**config.mk**
```make
export PLATFORM = sky130hd
export DESIGN_NAME = pcs_rx_data_packer
export DESIGN_NICKNAME = d
export VERILOG_FILES = /design/src/rtl/pcs_rx_data_packer.sv
export SDC_FILE = /design/constraint.sdc
export NUM_CORES = 1
export LEC_CHECK = 0
export ABC_AREA = 1
export BUFFER_PORTS_ARGS = -buffer_cell sky130_fd_sc_hd__buf_2
export CELL_PAD_IN_SITES_DETAIL_PLACEMENT = 1
export CELL_PAD_IN_SITES_GLOBAL_PLACEMENT = 2
export CORE_UTILIZATION = 31
export CTS_BUF_LIST = sky130_fd_sc_hd__clkbuf_8
export DETAILED_ROUTE_END_ITERATION = 6
export MAX_ROUTING_LAYER = met4
export PLACE_DENSITY_LB_ADDON = 0.1
export SLEW_MARGIN = 20
export SYNTH_ARGS = -nofsm -noshare
export SYNTH_HDL_FRONTEND = slang
export SYNTH_SLANG_ARGS = --single-unit
```
**constraint.sdc**
```tcl
create_clock -name PCLK -period 2.8 [get_ports PCLK]
set_clock_uncertainty 0.1 [all_clocks]
set_input_delay 0.56 -clock PCLK [delete_from_list [all_inputs] [get_ports PCLK]]
set_output_delay 0.56 -clock PCLK [all_outputs]
set_load 0.1 [all_outputs]
```
**src/rtl/pcs_rx_data_packer.sv**
```systemverilog
// pcs_rx_data_packer
//   Receive-side PIPE data-bus packer. Accepts decoded 8b/10b symbols one
//   byte per Sym_Valid strobe, aligns the byte stream to COM (K28.5), and
//   packs 1/2/4 bytes into RX_Data/RX_DataK according to DataBusWidth.
//   Generates RX_Valid, RX_Status and a one-cycle Word_Strobe per word.
//
// Ports
//   PCLK         single clock for the block
//   RST          asynchronous, active-high reset
//   DataBusWidth 8/16/32 (any other value means 32); latched on the aligning COM
//   Comma_Lock   symbol aligner lock; dropping it discards any partial word
//   Sym_Valid    Sym_* carry a symbol this cycle
//   Sym_Data     decoded byte
//   Sym_DataK    byte is a K-code
//   Sym_DecErr   code violation: byte replaced by EDB_SYM with K=1
//   Sym_DispErr  running-disparity error: byte kept, status flagged
//   RX_Data      packed word, first-received byte in [7:0], unused lanes 0
//   RX_DataK     per-byte K flags
//   RX_Valid     aligned and delivering words
//   RX_Status    PIPE status of the word on RX_Data
//   Word_Strobe  one-cycle pulse when a new word is presented
//
// Build option
//   COM_REALIGN_EN: a COM seen at a non-zero lane while packing drops the
//   partial word and restarts alignment on that COM; the next word reports
//   status 3'b100.

module pcs_rx_data_packer #(
    parameter logic [7:0] COM_SYM = 8'hBC,
    parameter logic [7:0] EDB_SYM = 8'hFE
) (
    input  logic        PCLK,
    input  logic        RST,
    input  logic [5:0]  DataBusWidth,
    input  logic        Comma_Lock,
    input  logic        Sym_Valid,
    input  logic [7:0]  Sym_Data,
    input  logic        Sym_DataK,
    input  logic        Sym_DecErr,
    input  logic        Sym_DispErr,
    output logic [31:0] RX_Data,
    output logic [3:0]  RX_DataK,
    output logic        RX_Valid,
    output logic [2:0]  RX_Status,
    output logic        Word_Strobe
);

    typedef enum logic [1:0] {
        ST_UNLOCKED = 2'd0,
        ST_SEEK     = 2'd1,
        ST_PACK     = 2'd2
    } state_t;

    state_t      state;
    logic [1:0]  count;
    logic [1:0]  last_lane;
    logic [31:0] acc_data;
    logic [3:0]  acc_k;
    logic        acc_dec;
    logic        acc_disp;
    logic        acc_realign;

    logic        is_com;
    logic        take;
    logic        realign;
    logic        fresh;
    logic        complete;
    logic [1:0]  lane;
    logic [1:0]  eff_last;
    logic [7:0]  byte_d;
    logic        byte_k;
    logic [31:0] new_data;
    logic [3:0]  new_k;
    logic        new_dec;
    logic        new_disp;
    logic        new_realign;

    // Index of the last lane of a word for a given bus width.
    function automatic logic [1:0] width_last_lane(input logic [5:0] w);
        case (w)
            6'd8:    return 2'd0;
            6'd16:   return 2'd1;
            default: return 2'd3;
        endcase
    endfunction

    // Decode errors (and realign events) outrank disparity errors.
    function automatic logic [2:0] word_status(input logic dec, input logic disp);
        if (dec)
            return 3'b100;
        else if (disp)
            return 3'b111;
        else
            return 3'b000;
    endfunction

    always_comb begin
        is_com   = Sym_Valid && Sym_DataK && (Sym_Data == COM_SYM);
        byte_d   = Sym_DecErr ? EDB_SYM : Sym_Data;
        byte_k   = Sym_DecErr | Sym_DataK;
        take     = Comma_Lock && Sym_Valid &&
                   (((state == ST_SEEK) && is_com) || (state == ST_PACK));
`ifdef COM_REALIGN_EN
        realign  = (state == ST_PACK) && is_com && (count != 2'd0);
`else
        realign  = 1'b0;
`endif
        // A word starts from empty accumulators on the aligning COM or a realign.
        fresh    = (state == ST_SEEK) || realign;
        eff_last = (state == ST_SEEK) ? width_last_lane(DataBusWidth) : last_lane;
        lane     = fresh ? 2'd0 : count;

        new_data = fresh ? 32'd0 : acc_data;
        new_k    = fresh ? 4'd0 : acc_k;
        new_data[{lane, 3'b000} +: 8] = byte_d;
        new_k[lane]  = byte_k;
        new_dec      = (fresh ? 1'b0 : acc_dec) | Sym_DecErr;
        new_disp     = (fresh ? 1'b0 : acc_disp) | Sym_DispErr;
        new_realign  = realign | (fresh ? 1'b0 : acc_realign);
        complete     = take && (lane == eff_last);
    end

    always_ff @(posedge PCLK or posedge RST) begin
        if (RST) begin
            state       <= ST_UNLOCKED;
            count       <= 2'd0;
            last_lane   <= 2'd3;
            acc_data    <= 32'd0;
            acc_k       <= 4'd0;
            acc_dec     <= 1'b0;
            acc_disp    <= 1'b0;
            acc_realign <= 1'b0;
            RX_Data     <= 32'd0;
            RX_DataK    <= 4'd0;
            RX_Valid    <= 1'b0;
            RX_Status   <= 3'b000;
            Word_Strobe <= 1'b0;
        end else begin
            Word_Strobe <= 1'b0;
            if (!Comma_Lock) begin
                // Lock loss wins over everything, including a completing byte.
                state       <= ST_UNLOCKED;
                count       <= 2'd0;
                acc_data    <= 32'd0;
                acc_k       <= 4'd0;
                acc_dec     <= 1'b0;
                acc_disp    <= 1'b0;
                acc_realign <= 1'b0;
                RX_Valid    <= 1'b0;
                RX_Status   <= 3'b000;
            end else if (state == ST_UNLOCKED) begin
                state <= ST_SEEK;
            end else if (take) begin
                if (state == ST_SEEK) begin
                    last_lane <= width_last_lane(DataBusWidth);
                    state     <= ST_PACK;
                end
                if (complete) begin
                    RX_Data     <= new_data;
                    RX_DataK    <= new_k;
                    RX_Status   <= word_status(new_dec | new_realign, new_disp);
                    RX_Valid    <= 1'b1;
                    Word_Strobe <= 1'b1;
                    count       <= 2'd0;
                    acc_data    <= 32'd0;
                    acc_k       <= 4'd0;
                    acc_dec     <= 1'b0;
                    acc_disp    <= 1'b0;
                    acc_realign <= 1'b0;
                end else begin
                    count       <= lane + 2'd1;
                    acc_data    <= new_data;
                    acc_k       <= new_k;
                    acc_dec     <= new_dec;
                    acc_disp    <= new_disp;
                    acc_realign <= new_realign;
                end
            end
        end
    end

endmodule

```
==> impl_metrics.ini <==
[cts]
htree_levels = 3
post-cts-setup-buffer-count = 0
cts_tree = yes
clock-sinks = 85
cts_buffer_depth = 2
cts_hold_buffers = 0
postCtsResizedCells = 0
clk_pin_slew_worst_paths_ns = 0.08
cts_made_buffers = 9
root_buffer = clkbuf_8
clk_latency_ns = 0.38

[yosys]
syn_nets = 577
synthCells = 549
synth_area_leaders = dfrtp_1, nand2_1, nand4_1
async_flop_share_pct = 100
ys_seq_area_share_pct = 49.5
synth_top_area_share_pct = 48.3
yosysTopAreaCell = dfrtp_1
ys_ff_latch = 85
synth.distinct_cells = 30
yosysMostFrequentCell = nand2_1
ys_top_cells_by_count = nand2_1, dfrtp_1, nand4_1
yosysWarnings = 0
synth_edf_count = 0
synth.avg_cell_area_sq_um = 7.84
netlist_area_sq_mm = 0.00430
synth-main-ff-cell = dfrtp_1

[worst_setup_path]
cp-start-kind = flop
worstPathArrival_ns = 2.58
end_kind = flop
critPathMaxFanout = 47
crit_type = flop to flop
worstPathRequired_ns = 3.02

[grt]
antenna_found_initial = 0
grt_pass1_wl_mm = 22.9
grt_max_degree = 48
overflow = 0
grtUsageTotal_pct = 21.4
grt_pass1_vias = 4246

[cells_and_area]
fin_cells = 778
drive_gt1_share_pct = 16.8
nets = 626
num_antenna_cells = 0
area_growth_pct = 16.1
finalInstanceArea_sq_mm = 0.00499

[sta]
slew_headroom_pct = 35.3
setup_ws_ns = 0.433
tightest_slew_ns = 0.969
finalSetupTns_ns = 0
rsz0062_at_grt = no
slew_viol_final = 0
hold_violations = 0
max_freq_mhz = 422
final-setup-viol-count = 0
fin_crit_sh_pct = 84.5
period_needed_ns = 2.37

[floorplanning]
rows = 42
die-area_sq_mm = 0.0144
die_height_microns = 120
core-area_sq_mm = 0.0134
ios = 62
start_util_pct = 32.1
die_x_microns = 120

[power]
power.internal_mw = 1.73
p_seq_share_pct = 52.3
p_comb_share_pct = 10.5
p_switching_mw = 0.664
max-vdd-ir-drop_mv = 0.219
swShare_pct = 27.7
power_density_mw_per_mm2 = 480
leakage_nw = 2.77
pwr-share-clk_pct = 37.2

[drt]
drc_errors = 0
final_antenna_net_count = 0
dr_total_vias = 3974
drt_iter0_drc = 210
avgRoutedWirePerCell_microns = 17.5
drt_wl_total_mm = 13.6
vias_per_cell = 5.11
first_pass_iters = 4

[placed_design]
dp_slack_ns = 0.474
dp.cells = 763
port_buffers = 61
gp_congestion = 0.765
place_area_sq_mm = 0.00480
dpl.hpwl_mm = 8.75

[run_status]
status = finished clean

[worst_hold_path]
worstHoldPathType = primary input to async pin

[flow_run]
cap_violations = 0
## worst max-delay path, cell delays in order (launching register included)
cell     delay (ns)
dfrtp_1        0.37
inv_2          0.05
nand2_2        0.06
buf_4          0.46
inv_1          0.11
nand3_1        0.16
nand3_2        0.13
nand3_4        0.13
buf_4          0.46
nand4_1        0.16
nand2_1        0.10
## path summary, 6_finish.rpt
| kind | start | to | slack (ns) | depth (start not counted) |
|---|---|---|---|---|
| worst max-delay path | state[1] | acc_data[31] | 0.43 | 10 |
| worst min-delay path | RST | RX_Data[26] | 0.29 | 2 |
| worst max register to register | state[1] | acc_data[31] | 0.43 | 10 |
| worst min register to register | RX_Data[18] | RX_Data[18] | 0.38 | 2 |
| max in group asynchronous | RST | state[0] | 1.68 | 3 |
| min in group PCLK | RX_Data[18] | RX_Data[18] | 0.38 | 2 |
## metal layers
layer	share of wire (%)	vias up	wire length, microns	GRT usage, %
li1	-	1882	-	-
met2	49	77	6610	35.1
met1	47	1996	6320	26.5
met5	0	-	0	-
met4	1.9	0	263	7.34
met3	2.9	19	395	3.85
## power by group through the flow
stage / Sequential (mW) / Clock (mW) / Combinational [mW]
floorplan: 1.34 / 0 / 0.108
global placement: 1.28 / 0 / 0.251
detailed placement: 1.28 / 0 / 0.255
CTS: 1.25 / 0.923 / 0.256
global route: 1.25 / 0.966 / 0.273
finish: 1.25 / 0.891 / 0.252
## state kept, by name, indices dropped and copies added (netlist names), 2 cells and up
signal     count
RX_Data       32
RX_DataK       4
RX_Status      2
acc_data      32
acc_k          4
count          2
last_lane      2
state          2
## cells by family after synthesis
| logic type | synth area share (%) |
|---|---|
| and+or+nand+nor | 33.9 |
| adders and majority gates | 2.04 |
| xor gates and xnor gates | 0.204 |
| buffers and inverters | 7.48 |
| DFF | 49.5 |
| AOI/OAI and AO/OA | 6.84 |
## cell type report
class | instances | area [sq um]
inverters | 34 | 131
well taps | 176 | 220
clock buffers | 14 | 193
clock inverters | 1 | 3.75
fillers | 1661 | 8410
multi-input cells | 394 | 1850
repair buffers | 74 | 465
flip-flops and latches | 85 | 2130
## placed cells by master (no fill, tap or decap)
cell type / count
dfstp_2: 2
o21ai_1: 5
nand2_2: 3
o22ai_1: 16
clkinvlp_4: 1
o211ai_1: 1
inv_1: 30
nand3_1: 31
o31ai_1: 8
ha_1: 7
dfrtp_1: 83
buf_12: 5
clkbuf_8: 14
nand2_1: 229
nor2_8: 1
buf_2: 61
nand3_2: 2
nor2_2: 1
nand4_1: 40
o21a_1: 2
clkinv_1: 2
xor2_1: 1
nor2_1: 30
inv_2: 2
a22oi_1: 2
o21ai_0: 11
a21oi_1: 2
a31oi_1: 1
nand3_4: 1
buf_4: 8
## stage by stage
step                      hold slack [ns]  utilization (%)  power (mW)
after global placement              0.359             35.8        1.53
after detailed placement            0.360             35.8        1.53
final                               0.286             37.3        2.40
after global routing                0.344             37.3        2.49
after floorplan                     0.349                -        1.45
after CTS                           0.306             37.3        2.43
No activity file was read; power rests on OpenSTA's default activity.
